File: src/rtl/ysyx_25020047_pkg.sv
// Shared definitions for the ysyx_25020047 NPC fetch path: FSM states,
// the nop encoding and the default reset PC.
package ysyx_25020047_pkg;

  typedef enum logic [2:0] {
    S_REQ,
    S_WAIT,
    S_OUT,
    S_DROP,
    S_IDLE
  } ifu_state_e;

  localparam logic [31:0] NOP_INST         = 32'h0000_0013;
  localparam logic [31:0] DEFAULT_RESET_PC = 32'h8000_0000;

  // Sequential PC; wraps modulo 2^32.
  function automatic logic [31:0] seq_pc(input logic [31:0] a);
    return a + 32'd4;
  endfunction

endpackage

File: src/rtl/ysyx_25020047_IFU_slice.sv
// Output register stage towards decode: holds inst/pc/inst_fault stable
// while inst_valid is high and decode has not accepted.
module ysyx_25020047_IFU_slice
  import ysyx_25020047_pkg::*;
#(
  parameter logic [31:0] RESET_PC = DEFAULT_RESET_PC
) (
  input  logic        clk,
  input  logic        rst,
  input  logic        load,
  input  logic [31:0] load_inst,
  input  logic [31:0] load_pc,
  input  logic        load_fault,
  input  logic        flush,
  input  logic        inst_ready,
  output logic        inst_valid,
  output logic [31:0] inst,
  output logic [31:0] pc,
  output logic        inst_fault
);

  always_ff @(posedge clk) begin
    if (rst) begin
      inst_valid <= 1'b0;
      inst       <= NOP_INST;
      pc         <= RESET_PC;
      inst_fault <= 1'b0;
    end else if (load) begin
      inst_valid <= 1'b1;
      inst       <= load_inst;
      pc         <= load_pc;
      inst_fault <= load_fault;
    end else begin
      // A redirect both withdraws the held word and clears a pending fault.
      if (inst_valid && (inst_ready || flush))
        inst_valid <= 1'b0;
      if (flush)
        inst_fault <= 1'b0;
    end
  end

endmodule

File: src/rtl/ysyx_25020047_ifu.sv
// RV32 NPC instruction fetch unit: one outstanding word read, redirect with
// stale-response discard. Optional misaligned-redirect fault: IFU_MISALIGN_CHECK_EN.
module ysyx_25020047_ifu
  import ysyx_25020047_pkg::*;
#(
  parameter logic [31:0] RESET_PC = DEFAULT_RESET_PC
) (
  input  logic        clk,
  input  logic        rst,
  input  logic        halt,
  input  logic        redirect_valid,
  input  logic [31:0] dnpc,
  output logic        req_valid,
  input  logic        req_ready,
  output logic [31:0] req_addr,
  input  logic        resp_valid,
  input  logic [31:0] resp_data,
  output logic        inst_valid,
  input  logic        inst_ready,
  output logic [31:0] inst,
  output logic [31:0] pc,
  output logic [31:0] snpc,
  output logic        inst_fault
);

  ifu_state_e  state, state_n;
  logic [31:0] fetch_pc, pc_n, tgt_pc;
  logic [31:0] ld_inst, ld_pc;
  logic        ld, ld_fault, go, req_fire;

`ifdef IFU_MISALIGN_CHECK_EN
  assign tgt_pc = dnpc;
`else
  assign tgt_pc = dnpc & 32'hFFFF_FFFC;
`endif

  assign req_fire = (state == S_REQ) && req_valid && req_ready;
  assign req_addr = fetch_pc;
  assign snpc     = seq_pc(pc);

  // 'go' means: start a fresh fetch at pc_n (or raise a fault instead).
  always_comb begin
    state_n  = state;
    pc_n     = redirect_valid ? tgt_pc : fetch_pc;
    ld       = 1'b0;
    ld_inst  = resp_data;
    ld_pc    = fetch_pc;
    ld_fault = 1'b0;
    go       = 1'b0;
    case (state)
      S_REQ: begin
        if (req_fire)
          state_n = redirect_valid ? S_DROP : S_WAIT;
        else if (redirect_valid)
          go = 1'b1;
      end
      S_WAIT: begin
        if (resp_valid) begin
          if (redirect_valid) begin
            go = 1'b1;
          end else begin
            ld      = 1'b1;
            state_n = S_OUT;
          end
        end else if (redirect_valid) begin
          state_n = S_DROP;
        end
      end
      S_OUT: begin
        if (redirect_valid) begin
          go = 1'b1;
        end else if (inst_ready) begin
          pc_n = seq_pc(fetch_pc);
          if (halt)
            state_n = S_IDLE;
          else
            go = 1'b1;
        end
      end
      S_DROP: begin
        if (resp_valid)
          go = 1'b1;
      end
      S_IDLE: begin
        if (!halt)
          go = 1'b1;
      end
      default: state_n = S_REQ;
    endcase
`ifdef IFU_MISALIGN_CHECK_EN
    if (go && (pc_n[1:0] != 2'b00)) begin
      state_n  = S_OUT;
      ld       = 1'b1;
      ld_inst  = NOP_INST;
      ld_pc    = pc_n;
      ld_fault = 1'b1;
    end else if (go) begin
      state_n = S_REQ;
    end
`else
    if (go)
      state_n = S_REQ;
`endif
  end

  always_ff @(posedge clk) begin
    if (rst) begin
      state     <= S_REQ;
      fetch_pc  <= RESET_PC;
      req_valid <= 1'b0;
    end else begin
      state     <= state_n;
      fetch_pc  <= pc_n;
      req_valid <= (state_n == S_REQ);
    end
  end

  ysyx_25020047_IFU_slice #(
    .RESET_PC (RESET_PC)
  ) u_slice (
    .clk        (clk),
    .rst        (rst),
    .load       (ld),
    .load_inst  (ld_inst),
    .load_pc    (ld_pc),
    .load_fault (ld_fault),
    .flush      (redirect_valid),
    .inst_ready (inst_ready),
    .inst_valid (inst_valid),
    .inst       (inst),
    .pc         (pc),
    .inst_fault (inst_fault)
  );

endmodule

File: config.mk
export PLATFORM = sky130hd
export DESIGN_NAME = ysyx_25020047_ifu
export DESIGN_NICKNAME = d
export VERILOG_FILES = /design/src/rtl/ysyx_25020047_pkg.sv /design/src/rtl/ysyx_25020047_IFU_slice.sv /design/src/rtl/ysyx_25020047_ifu.sv
export SDC_FILE = /design/constraint.sdc
export NUM_CORES = 1
export LEC_CHECK = 0
export CORE_UTILIZATION = 44
export DETAILED_ROUTE_END_ITERATION = 6
export PLACE_DENSITY = 0.93
export SETUP_SLACK_MARGIN = 0.2
export SYNTH_ARGS = -nofsm -noshare
export SYNTH_HDL_FRONTEND = slang
export SYNTH_HIERARCHICAL = 1
export SYNTH_SLANG_ARGS = --single-unit
File: constraint.sdc
create_clock -name clk -period 2.1 [get_ports clk]
set_clock_uncertainty 0.1 [all_clocks]
set_input_delay 0.21 -clock clk [delete_from_list [all_inputs] [get_ports clk]]
set_output_delay 0.21 -clock clk [all_outputs]
set_load 0.01 [all_outputs]
* After elaboration in Yosys (flattened, before gate mapping) *
Index checks and enable logic that the tools add are counted.

word-level totals
  register bits after elaboration = 101
  output and inout port bits = 131

cells by class
  add/subtract/negate cells = 2
  equal/unequal tests = 4
  multiplexer cells = 27
  reductions and logical operators = 8

operator list
  cell                     number
  $mux W32                 4
  $add A32 B3 Y32 const B  2
  $mux W3                  8
  $mux W1                  12
  $pmux W3 S4              1
  $eq A3 B2 Y1 const B     2
  $logic_not A3 Y1         2
  $pmux W1 S5              1
  $eq A3 B1 Y1 const B     1
  $eq A3 B3 Y1 const B     1
  $logic_and A1 B1 Y1      3
  $mux W2                  1
  $reduce_bool A2 Y1       1
  $reduce_or A2 Y1         1
  $logic_or A1 B1 Y1       1

* Longest topological paths before layout *
Gate-level depths: netlist of run 1.

  word-level depth = 7
  depth in mapped cells = 8
  mapped depth without buffers = 6

* Modules after synthesis *
The synthesis of run 1 kept the hierarchy.

by module, submodules not included
  module                   instances  cells each  area an instance (um2)
  ysyx_25020047_ifu        1          340         2650.0
  ysyx_25020047_IFU_slice  1          215         2401.1

* Worst setup path before layout of run 1 *
Ideal clock, no wire load.

  kind = reg2out
  start point = register u_slice.pc[12]
  end point = output snpc[27]
  arrival time = 1779 ps
  setup slack = 11 ps
  stages on the path, launching flop included = 6
  buffers on the path = 0
  path through = dfxtp_1 -> nand4_1 -> nor4_2 -> and4_1 -> nand4_1 -> xnor2_1

on the way
  cells in the longest elaborated chain, start to end = 1

RTL lines
  element                 RTL line                       source
  from (decl)             ysyx_25020047_IFU_slice.sv:18  output logic [31:0] pc,
  from (signal assigned)  ysyx_25020047_IFU_slice.sv:31  pc <= load_pc;
  $add A32 B3 Y32         ysyx_25020047_pkg.sv:18        return a + 32'd4;
  to (decl)               ysyx_25020047_ifu.sv:22        output logic [31:0] snpc,

Every way passes these cells.

* Worst setup path in the final report of run 1 *
  start point = register u_slice.pc[7]
  end point = output snpc[27]

The elaborated chain is that of the path after synthesis.

==> qor.csv, run 1 <==
metric,value,unit
status,"complete, but fails checks",
failed_checks,setup timing,
clkPwrFrac,40.7,%
cts_root_buf,clkbuf_16,
vias,5607,
antenna_found_initial,0,
power_frac_seq,45.2,%
wire_per_inst,19.6,um
worst_pin_slew,712,ps
p_per_area,536,nW/um2
crit_slowest_cell,dfxtp_2,
slew_viol_final,0,
required,1790,ps
yosysMostFrequentCell,nor2_1,
routed_via_density,5.72,
grt_pass1_vias,5391,
crit_buf_inv,4,
cts_max_level,3,
critPathTopFamily,simple AND/OR/NAND/NOR gates,
drt-initial-drc-count,388,
synth_mux_area_share,12.5,%
ys_async_sr_fraction,0,%
clk_path_buf_depth,2,
tns,-3510,ps
drc,0,
syn_nets,628,
routabilityCongestion,0.895,
synth_fa_ha_area_share,0.495,%
yosys.area.top_type_share,40.4,%
rows,38,
path_max_fanout,3,
whs,283,ps
ys_warn_count,6,
synthTopCellsByArea,"dfxtp_1 (40%), mux2i_1 (12%), nor2_1 (7.9%), xor2_1 (4.5%), xnor2_1 (4.3%)",
dp_hpwl,11800,um
critPathMaxStageDelay,340,ps
arrival,2160,ps
cell_internal_pwr,3.39,mW
pin_count,202,
path_clk_slew,70,ps
synth_area,5050,um2
num_antenna_cells,0,
clk_latency,350,ps
power_leakage,3.32,nW
core,11000,um2
synth_commonest_cells,"nor2_1 (106), dfxtp_1 (102), mux2i_1 (62), nand2_1 (33)",
syn_area_per_cell,9.10,um2
worstSetupPathType,flop to primary output,
cp-end-kind,primary output,
rsz0062_at_grt,true,
p_sw_share,25.4,%
hold_path_class,input port to flop,
grt_pass1_wl,26200,um
final_nets,908,
max_freq,404,MHz
ys_types,58,
crit_path_start_kind,flop,
antenna_left,0,
synth_compound_area_share,8.08,%
peakVddDrop,0.451,mV
start_util,45.8,%
synth_cells,555,
hold_viol_final,0,
worst_slack,-373,ps
post-route-period-util,118,%
synthToLayoutAreaGrowth,68.2,%
clkSinkCount,102,
synth-seq-cells,102,
finalCriticalPeriod,2470,ps
fp.dieW,109,um
ys_seq_area_share,40.4,%
grt_max_degree,65,
io_buffers,199,
cts_hold_buf,0,
comb_power_share,14.1,%
synth_top_family_by_area,simple AND/OR/NAND/NOR gates,
cts_tree,built,
critical_path.cell_chain,"nand4_1, buf_6, buf_4, nor4_4, and4_4, buf_6, nand4_1, xnor2_2, buf_2",
synth_xor_area_share,8.84,%
yosys.area.top_type,dfxtp_1,
synthSimpleGateAreaFrac,24.2,%
fp.dieH,109,um
relSlewSlack,52.5,%
grt_util_all_layers,28.5,%
wl,19200,um
grt_overflow_total,0,
ys.flop_type,dfxtp_1,
maxCapViolCount,0,
final_layout_size_suffix_gt1_share,28.1,%
cts_buffers,9,
die_area,11900,um2
first_pass_iters,5,
switchingPower,1.16,mW
setup_viol,20,
synth_edf_count,0,
## registers in the layout, indices dropped and copies added, names as in the netlist
| signal | flops |
|---|---|
| req_addr | 32 |
| req_valid | 1 |
| state | 3 |
| u_slice/inst | 32 |
| u_slice/inst_fault | 1 |
| u_slice/inst_valid | 1 |
| u_slice/pc | 32 |
## logic make-up after synthesis
kind of cell | after synthesis
AOI/OAI and AO/OA | 57
xor gates and xnor gates | 51
other | 1
muxes | 63
buffers and inverters | 39
and+or+nand+nor | 240
DFF | 102
adders and majority gates | 2
## power groups by stage
| stage | sequential [mW] | clock (mW) | combinational [mW] |
|---|---|---|---|
| 3_3_place_gp | 2.09 | 0 | 0.578 |
| 4_1_cts | 2.05 | 1.84 | 0.606 |
| 6_report | 2.06 | 1.85 | 0.641 |
| 2_1_floorplan | 2.12 | 0 | 0.215 |
| 3_5_place_dp | 2.09 | 0 | 0.596 |
| 5_1_grt | 2.06 | 1.94 | 0.676 |
## timing repair
action / in CTS / in global routing
resized for setup: 156 / 49
buffers inserted: 14 / 13
endpoints found under the setup margin: 45 / 60
pin swaps: 29 / 41
## final cells by class
| class | instances | area [um2] |
|---|---|---|
| multi-input cells | 414 | 3130 |
| repair buffers | 301 | 2740 |
| fillers | 681 | 2530 |
| flip-flops and latches | 102 | 2100 |
| clock buffers | 9 | 225 |
| well taps | 140 | 175 |
| clock inverters | 7 | 101 |
| inverters | 7 | 26.3 |
## layout by cell type (no fill, tap or decap), types with 7 or more instances in the layout
cell type        count
clkdlybuf4s50_1    169
nand4_1             20
buf_6               17
buf_4               82
a211oi_1            16
buf_2               23
xor2_1              26
xnor2_2              8
nand3_2              7
mux2i_1             62
dfxtp_1             72
dfxtp_2             22
xnor2_1             17
nand3_1             15
dfxtp_4              8
clkbuf_16            9
nand2_1             28
nor2_1             100
a21oi_1              9
## routing by layer
layer	track usage, %	wire, um	vias up
met3	5.50	1350	113
li1	-	-	2500
met2	50.0	9750	362
met5	0	0	-
met4	17.4	1110	0
met1	31.6	7030	2632
## stage by stage
step | util (%) | setup slack [ps] | instances | cell area (um2) | power [mW]
after floorplan | - | 125 | 555 | 5120 | 2.34
after CTS | 74.3 | -341 | 967 | 8190 | 4.50
after detailed placement | 69.3 | -403 | 937 | 7650 | 2.69
after global placement | 69.3 | -375 | 937 | 7650 | 2.67
final | 77.0 | -373 | 980 | 8500 | 4.55
after global routing | 77.0 | -459 | 980 | 8500 | 4.68
## final timing paths
| check | start | end | slack [ps] | cells past startpoint |
|---|---|---|---|---|
| worst max-delay path | u_slice/pc[7] | snpc[27] | -370 | 9 |
| worst min-delay path | rst | u_slice/pc[0] | 280 | 2 |
| worst max register to register | req_addr[2] | req_addr[26] | 100 | 6 |
| worst min register to register | req_addr[1] | req_addr[1] | 390 | 1 |
Power figures use the tool's default switching activity.
==> run 2, diff against run 1 <==
Settings changed: ABC_AREA set to 1, CORE_UTILIZATION 44 to 46, PLACE_DENSITY 0.93 to 0.94.
==> qor.csv, run 2 <==
metric,value,unit,change
stdcell_count,1263,,+29%
power.total,4.54,mW,-0.29%
cp_num_cells,9,,unchanged
crit_start,u_slice/pc[2],,
ys_seq_area_share,36.3,%,-4.2 points
grt_util_all_layers,31.1,%,+2.6 points
io_buffers,199,,unchanged
drc,0,,unchanged
hold_start,resp_data[15],,
ys_async_sr_fraction,0,%,unchanged
clk_latency,340,ps,about the same
maxCapViolCount,0,,unchanged
crit_path_start_kind,flop,,
crit_slowest_cell,dfxtp_4,,
crit_buf_inv,1,,-3
rsz0062_at_grt,true,,
drt-initial-drc-count,713,,+84%
cts_buffers,9,,unchanged
grt_max_degree,34,,-48%
slew_viol_final,0,,unchanged
fp.dieW,113,um,+3.2%
path_clk_slew,80,ps,about the same
peakVddDrop,0.354,mV,-21%
synth_commonest_cells,"nor2_1 (191), nand2_1 (148), dfxtp_1 (102), o21ai_0 (81), inv_1 (63)",,
synth_edf_count,0,,unchanged
rows,40,,+5.3%
routed_via_density,5.55,,-3.0%
status,"complete, but fails checks",,
pin_count,202,,unchanged
die_area,12700,um2,+6.5%
synth-seq-cells,102,,unchanged
cts_tree,built,,
final_nets,1184,,+30%
final_cell_mix,"nor2_1 (175), clkdlybuf4s50_1 (170), nand2_1 (138)",,
failed_checks,setup timing,,
cpMostUsedCell,nand2_1,,
cts_root_buf,clkbuf_16,,
setup_viol,12,,-40%
grt_pass1_vias,6579,,+22%
clk_path_buf_depth,2,,unchanged
yosysMostFrequentCell,nor2_1,,
critical_path.cell_chain,"ha_4, nand3_4, nor3_4, nand4_2, or2_4, nor2_2, nand2_1, nand2_1, buf_2",,
worstReg2RegStart,req_addr[18],,
fin_util,74.0,%,-3.0 points
fill_cells,839,,+23%
syn_nets,910,,+45%
worst_slack,-101,ps,+272 ps
holdPathStages,3,,+1
antenna_found_initial,0,,unchanged
synth_cells,837,,+51%
p_per_area,513,nW/um2,-4.3%
synthToLayoutAreaGrowth,57.2,%,
routabilityCongestion,1.02,,+14%
core,12000,um2,+8.4%
finalCriticalPeriod,2200,ps,-272 ps
critPathTopFamily,simple AND/OR/NAND/NOR gates,,
cp-end-kind,primary output,,
worstSetupPathType,flop to primary output,,
antenna_left,0,,unchanged
wire_per_inst,16.6,um,-16%
hold_path_class,input port to flop,,
start_util,47.1,%,+1.3 points
post-route-period-util,105,%,-13 points
ys.flop_type,dfxtp_1,,
grt_pass1_wl,31800,um,+21%
vias,7009,,+25%
hold_viol_final,0,,unchanged
arrival,1890,ps,-270 ps
path_max_fanout,4,,+1
fp.dieH,113,um,+3.2%
clkSinkCount,102,,unchanged
critPathMaxStageDelay,370,ps,+30 ps
ff2ff_path_depth,9,,+3
placedCellCount,1230,,+31%
grt_overflow_total,0,,unchanged
syn_area_per_cell,6.73,um2,-26%
synthTopCellsByArea,"dfxtp_1 (36%), nor2_1 (13%), nand2_1 (9.9%), o21ai_0 (7.2%), inv_1 (4.2%)",,
power_leakage,3.96,nW,+20%
yosys.area.top_type_share,36.3,%,-4.2 points
ys_warn_count,6,,unchanged
required,1790,ps,about the same
tns,-625,ps,+2880 ps
num_antenna_cells,0,,unchanged
first_pass_iters,7,,+2
cts_max_level,3,,unchanged
max_freq,454,MHz,+12%
yosys.area.top_type,dfxtp_1,,
final_layout_size_suffix_gt1_share,22.4,%,-5.7 points
synth_area,5630,um2,+11%
wl,20900,um,+8.6%
ys_types,48,,-17%
layout_commonest_cell,nor2_1,,
dp_hpwl,14200,um,+20%
[run 2: tightest hold or removal path: cells and delay by family]
| family | cells | cell delay [ps] |
|---|---|---|
| buf+inv | 1 | 400 |
| simple gates | 2 | 150 |
[run 2: routing by layer]
metal / wire length, um / vias up / part of all wire [%] / track usage [%]
met5: 0 / - / 0 / 0
met4: 957 / 0 / 4.6 / 15.1
met3: 1780 / 87 / 8.5 / 4.48
met2: 10100 / 486 / 48 / 53.5
met1: 8030 / 3176 / 38 / 38.0
li1: - / 3260 / - / -
[run 2: final cells by class]
| class | instances | area [um2] | area share, % |
|---|---|---|---|
| Sequential cell | 102 | 2090 | 23.7 |
| Timing Repair Buffer | 298 | 2680 | 30.3 |
| Clock buffer | 9 | 225 | 2.54 |
| Inverter | 71 | 270 | 3.05 |
| Clock inverter | 7 | 65.1 | 0.735 |
| Multi-Input combinational cell | 629 | 3330 | 37.7 |
| Tap cell | 147 | 184 | 2.08 |
[run 2: path summary, 6_finish.rpt]
path                           end  slack, ps
setup / recovery          snpc[24]       -100
hold / removal    u_slice/inst[15]        340
setup reg to reg      req_addr[22]        340
hold reg to reg        req_addr[0]        360
[run 2: what timing repair did]
item                                    4_1_cts  5_1_grt
hold buffers                                  0        0
endpoints found under the setup margin       28       40
resized for setup                           154       56
setup buffers                                10        7
pin swaps                                    18       21
[run 2: power by group]
group	switching (mW)	internal, mW	total [mW]
registers	0.100	2.01	2.11
logic	0.374	0.407	0.782
clock network	0.813	0.835	1.65
total	1.29	3.25	4.54
[run 2: logic make-up after synthesis]
kind of cell / share of synthesized area (%)
adders and majority gates: 0.444
DFF: 36.3
other: 0.0666
AOI/OAI and AO/OA: 13.4
buffers and inverters: 8.51
and+or+nand+nor: 35.9
xor gates and xnor gates: 5.44
[run 2: stage by stage]
stage,hold WS [ps],worst slack [ps],cell area [um2]
after CTS,326,-105,8650
after floorplan,172,214,5630
after global placement,338,-72.6,8240
after detailed placement,349,-110,8240
after global routing,327,-172,8850
final,340,-101,8850
==> run 3, diff against run 2 <==
Settings changed: CTS_BUF_LIST set to sky130_fd_sc_hd__clkbuf_8, PLACE_DENSITY 0.94 to 0.95, SYNTH_HIERARCHICAL 1 to not set.
==> qor.csv, run 3 <==
metric,value,unit,change
routed_via_density,5.50,,-0.96%
grt_util_all_layers,30.4,%,-0.62 points
antenna_found_initial,0,,unchanged
arrival,1930,ps,+40 ps
grt_overflow_total,0,,unchanged
hold_path_class,input port to flop,,
clk_path_buf_depth,2,,unchanged
path_clk_slew,110,ps,+30 ps
final_nets,1129,,-4.6%
dp_hpwl,14000,um,-1.2%
critical_path.cell_chain,"buf_4, inv_1, nor3_4, nand4_1, nand2b_4, buf_4, xor2_1, buf_2",,
status,"complete, but fails checks",,
synthTopCellsByArea,"dfxtp_1 (37%), nor2_1 (10%), o21ai_0 (8.6%), nand2_1 (8.4%), inv_1 (5.5%)",,
hold_start,resp_data[2],,
cts_buffers,9,,unchanged
path_max_fanout,3,,-1
synthToLayoutAreaGrowth,52.6,%,
synth_cells,801,,-4.3%
crit_path_start_kind,flop,,
cts_tree,built,,
dpl_worst_slack,-182,ps,-71.2 ps
drc,0,,unchanged
synth_area,5450,um2,-3.2%
rsz0062_at_grt,true,,
clkSinkCount,101,,-0.98%
slew_viol_final,0,,unchanged
seqCellArea,2040,um2,-2.6%
critPathMaxStageDelay,360,ps,about the same
cpMostUsedCell,buf_4,,
min_to,u_slice.inst[2],,
failed_checks,setup timing,,
crit_slowest_cell,dfxtp_2,,
finalCriticalPeriod,2240,ps,+42.5 ps
ys_seq_area_share,37.1,%,+0.81 points
ff2ff_setup_slack,250,ps,-90 ps
worstReg2RegStart,req_addr[3],,
syn_area_per_cell,6.81,um2,+1.2%
grt_busiest_layer,met2,,
worst_slack,-144,ps,-42.5 ps
use_met2,51.8,%,-1.7 points
worstSetupPathType,flop to primary output,,
routabilityCongestion,1.00,,-1.7%
io_buffers,198,,-0.50%
wl,19200,um,-8.0%
max_freq,446,MHz,-1.9%
ys_async_sr_fraction,0,%,unchanged
grt_max_degree,83,,+140%
core,11500,um2,-4.1%
multi_input_area,3090,um2,-7.3%
holdPathStages,3,,unchanged
yosys.area.top_type,dfxtp_1,,
ys_warn_count,0,,-6
grt_pass1_vias,6284,,-4.5%
wire_per_inst,16.0,um,-3.4%
cp-end-kind,primary output,,
final_layout_size_suffix_gt1_share,18.6,%,-3.8 points
rows,39,,-2.5%
synth-seq-cells,101,,-0.98%
synth_commonest_cells,"nor2_1 (145), nand2_1 (122), dfxtp_1 (101), o21ai_0 (94), inv_1 (80)",,
cts_hold_buf,0,,unchanged
hold_viol_final,0,,unchanged
cts_max_level,3,,unchanged
setup_viol,18,,+6
crit_buf_inv,4,,+3
ff2ff_path_depth,9,,unchanged
maxCapViolCount,0,,unchanged
synth_edf_count,0,,unchanged
fin_util,72.6,%,-1.4 points
post-route-period-util,107,%,+2.0 points
antenna_left,0,,unchanged
cts_root_buf,clkbuf_8,,
yosys.area.top_type_share,37.1,%,+0.81 points
layout_commonest_cell,clkdlybuf4s50_1,,
required,1790,ps,about the same
clk_latency,380,ps,+40 ps
syn_nets,874,,-4.0%
num_antenna_cells,0,,unchanged
peakVddDrop,0.353,mV,-0.26%
drt-initial-drc-count,725,,+1.7%
fp.dieH,111,um,-1.6%
final_cell_mix,"clkdlybuf4s50_1 (169), nor2_1 (135), nand2_1 (120)",,
p_per_area,482,nW/um2,-6.0%
grt_use_met3,5.63,%,+1.1 points
power_leakage,3.61,nW,-9.0%
grt_pass1_wl,30400,um,-4.4%
fp.dieW,111,um,-1.6%
first_pass_iters,5,,-2
start_util,47.6,%,+0.48 points
met1_usage,36.8,%,-1.2 points
reg2reg_to,req_addr[20],,
die_area,12300,um2,-3.1%
pin_count,202,,unchanged
critPathTopFamily,simple AND/OR/NAND/NOR gates,,
yosysMostFrequentCell,nor2_1,,
fill_cells,863,,+2.9%
ys_types,40,,-17%
vias,6612,,-5.7%
ys.flop_type,dfxtp_1,,
==> run 3: cell types whose count changed after synthesis, sizes merged, moves of 6 or more <==
cell,change
nor2,-56
a21oi,+22
nand2,-18
inv,+17
xor2,+8
nor3,+6
==> run 3: routing by layer <==
layer	vias up	routed length [um]	part of all wire [%]
met2	392	9120	47
li1	3120	-	-
met4	0	834	4.3
met3	79	1700	8.8
met5	-	0	0
met1	3021	7580	39
==> run 3: logic make-up (layout without fill, tap and decap cells) <==
family	Yosys count	after routing	share of synthesized area (%)
simple gates	375	375	31.0
flops	101	101	37.1
buf+inv	123	382	9.27
fa+ha+maj	2	2	0.459
xor+xnor	41	41	6.59
other cells	1	1	0.0688
compound gates	158	158	15.5
==> run 3: tightest hold or removal path, cell delays in order <==
cell	delay, ps
clkdlybuf4s50_1	390
nor2_1	100
nor2_1	50
==> run 3: metrics by stage <==
stage	setup TNS (ps)	area, um2	power (mW)	cells	hold slack [ps]
final	-1360	8320	4.01	1203	292
after floorplan	0	5450	2.44	801	236
after global routing	-3380	8320	4.17	1203	308
after detailed placement	-1420	8000	2.89	1177	350
after CTS	-979	8250	4.00	1200	292
after global placement	-473	8000	2.87	1177	338
==> run 3: worst max-delay path by stage <==
stage | start | cells after the start | slack [ps] | endpoint
finish | u_slice.pc[2] | 8 | -140 | snpc[19]
CTS | u_slice.pc[3] | 10 | -150 | snpc[24]
global placement | u_slice.pc[2] | 10 | -90 | snpc[30]
global route | u_slice.pc[3] | 10 | -240 | snpc[24]
detailed placement | u_slice.pc[2] | 10 | -180 | snpc[24]
floorplan | u_slice.pc[2] | 9 | 220 | snpc[30]
==> run 3: area by class of cell <==
cell class / count / area share [%]
multi-input combinational: 577 / 37.1
timing repair buffer: 280 / 30.2
sequential: 101 / 24.5
inverter: 87 / 3.95
tap: 143 / 2.15
clock buffer: 9 / 1.49
clock inverter: 6 / 0.541
==> run 3: timing repair <==
item                                    CTS  global route
endpoints found under the setup margin   30            38
resized for setup                       138            22
setup buffers                             8             3
pin swaps                                26            17
==> run 3: where the power goes <==
group          total (mW)  internal [mW]  switching, mW
Combinational       0.777          0.392          0.385
Clock                1.15          0.433          0.713
Sequential           2.09           1.99         0.0919
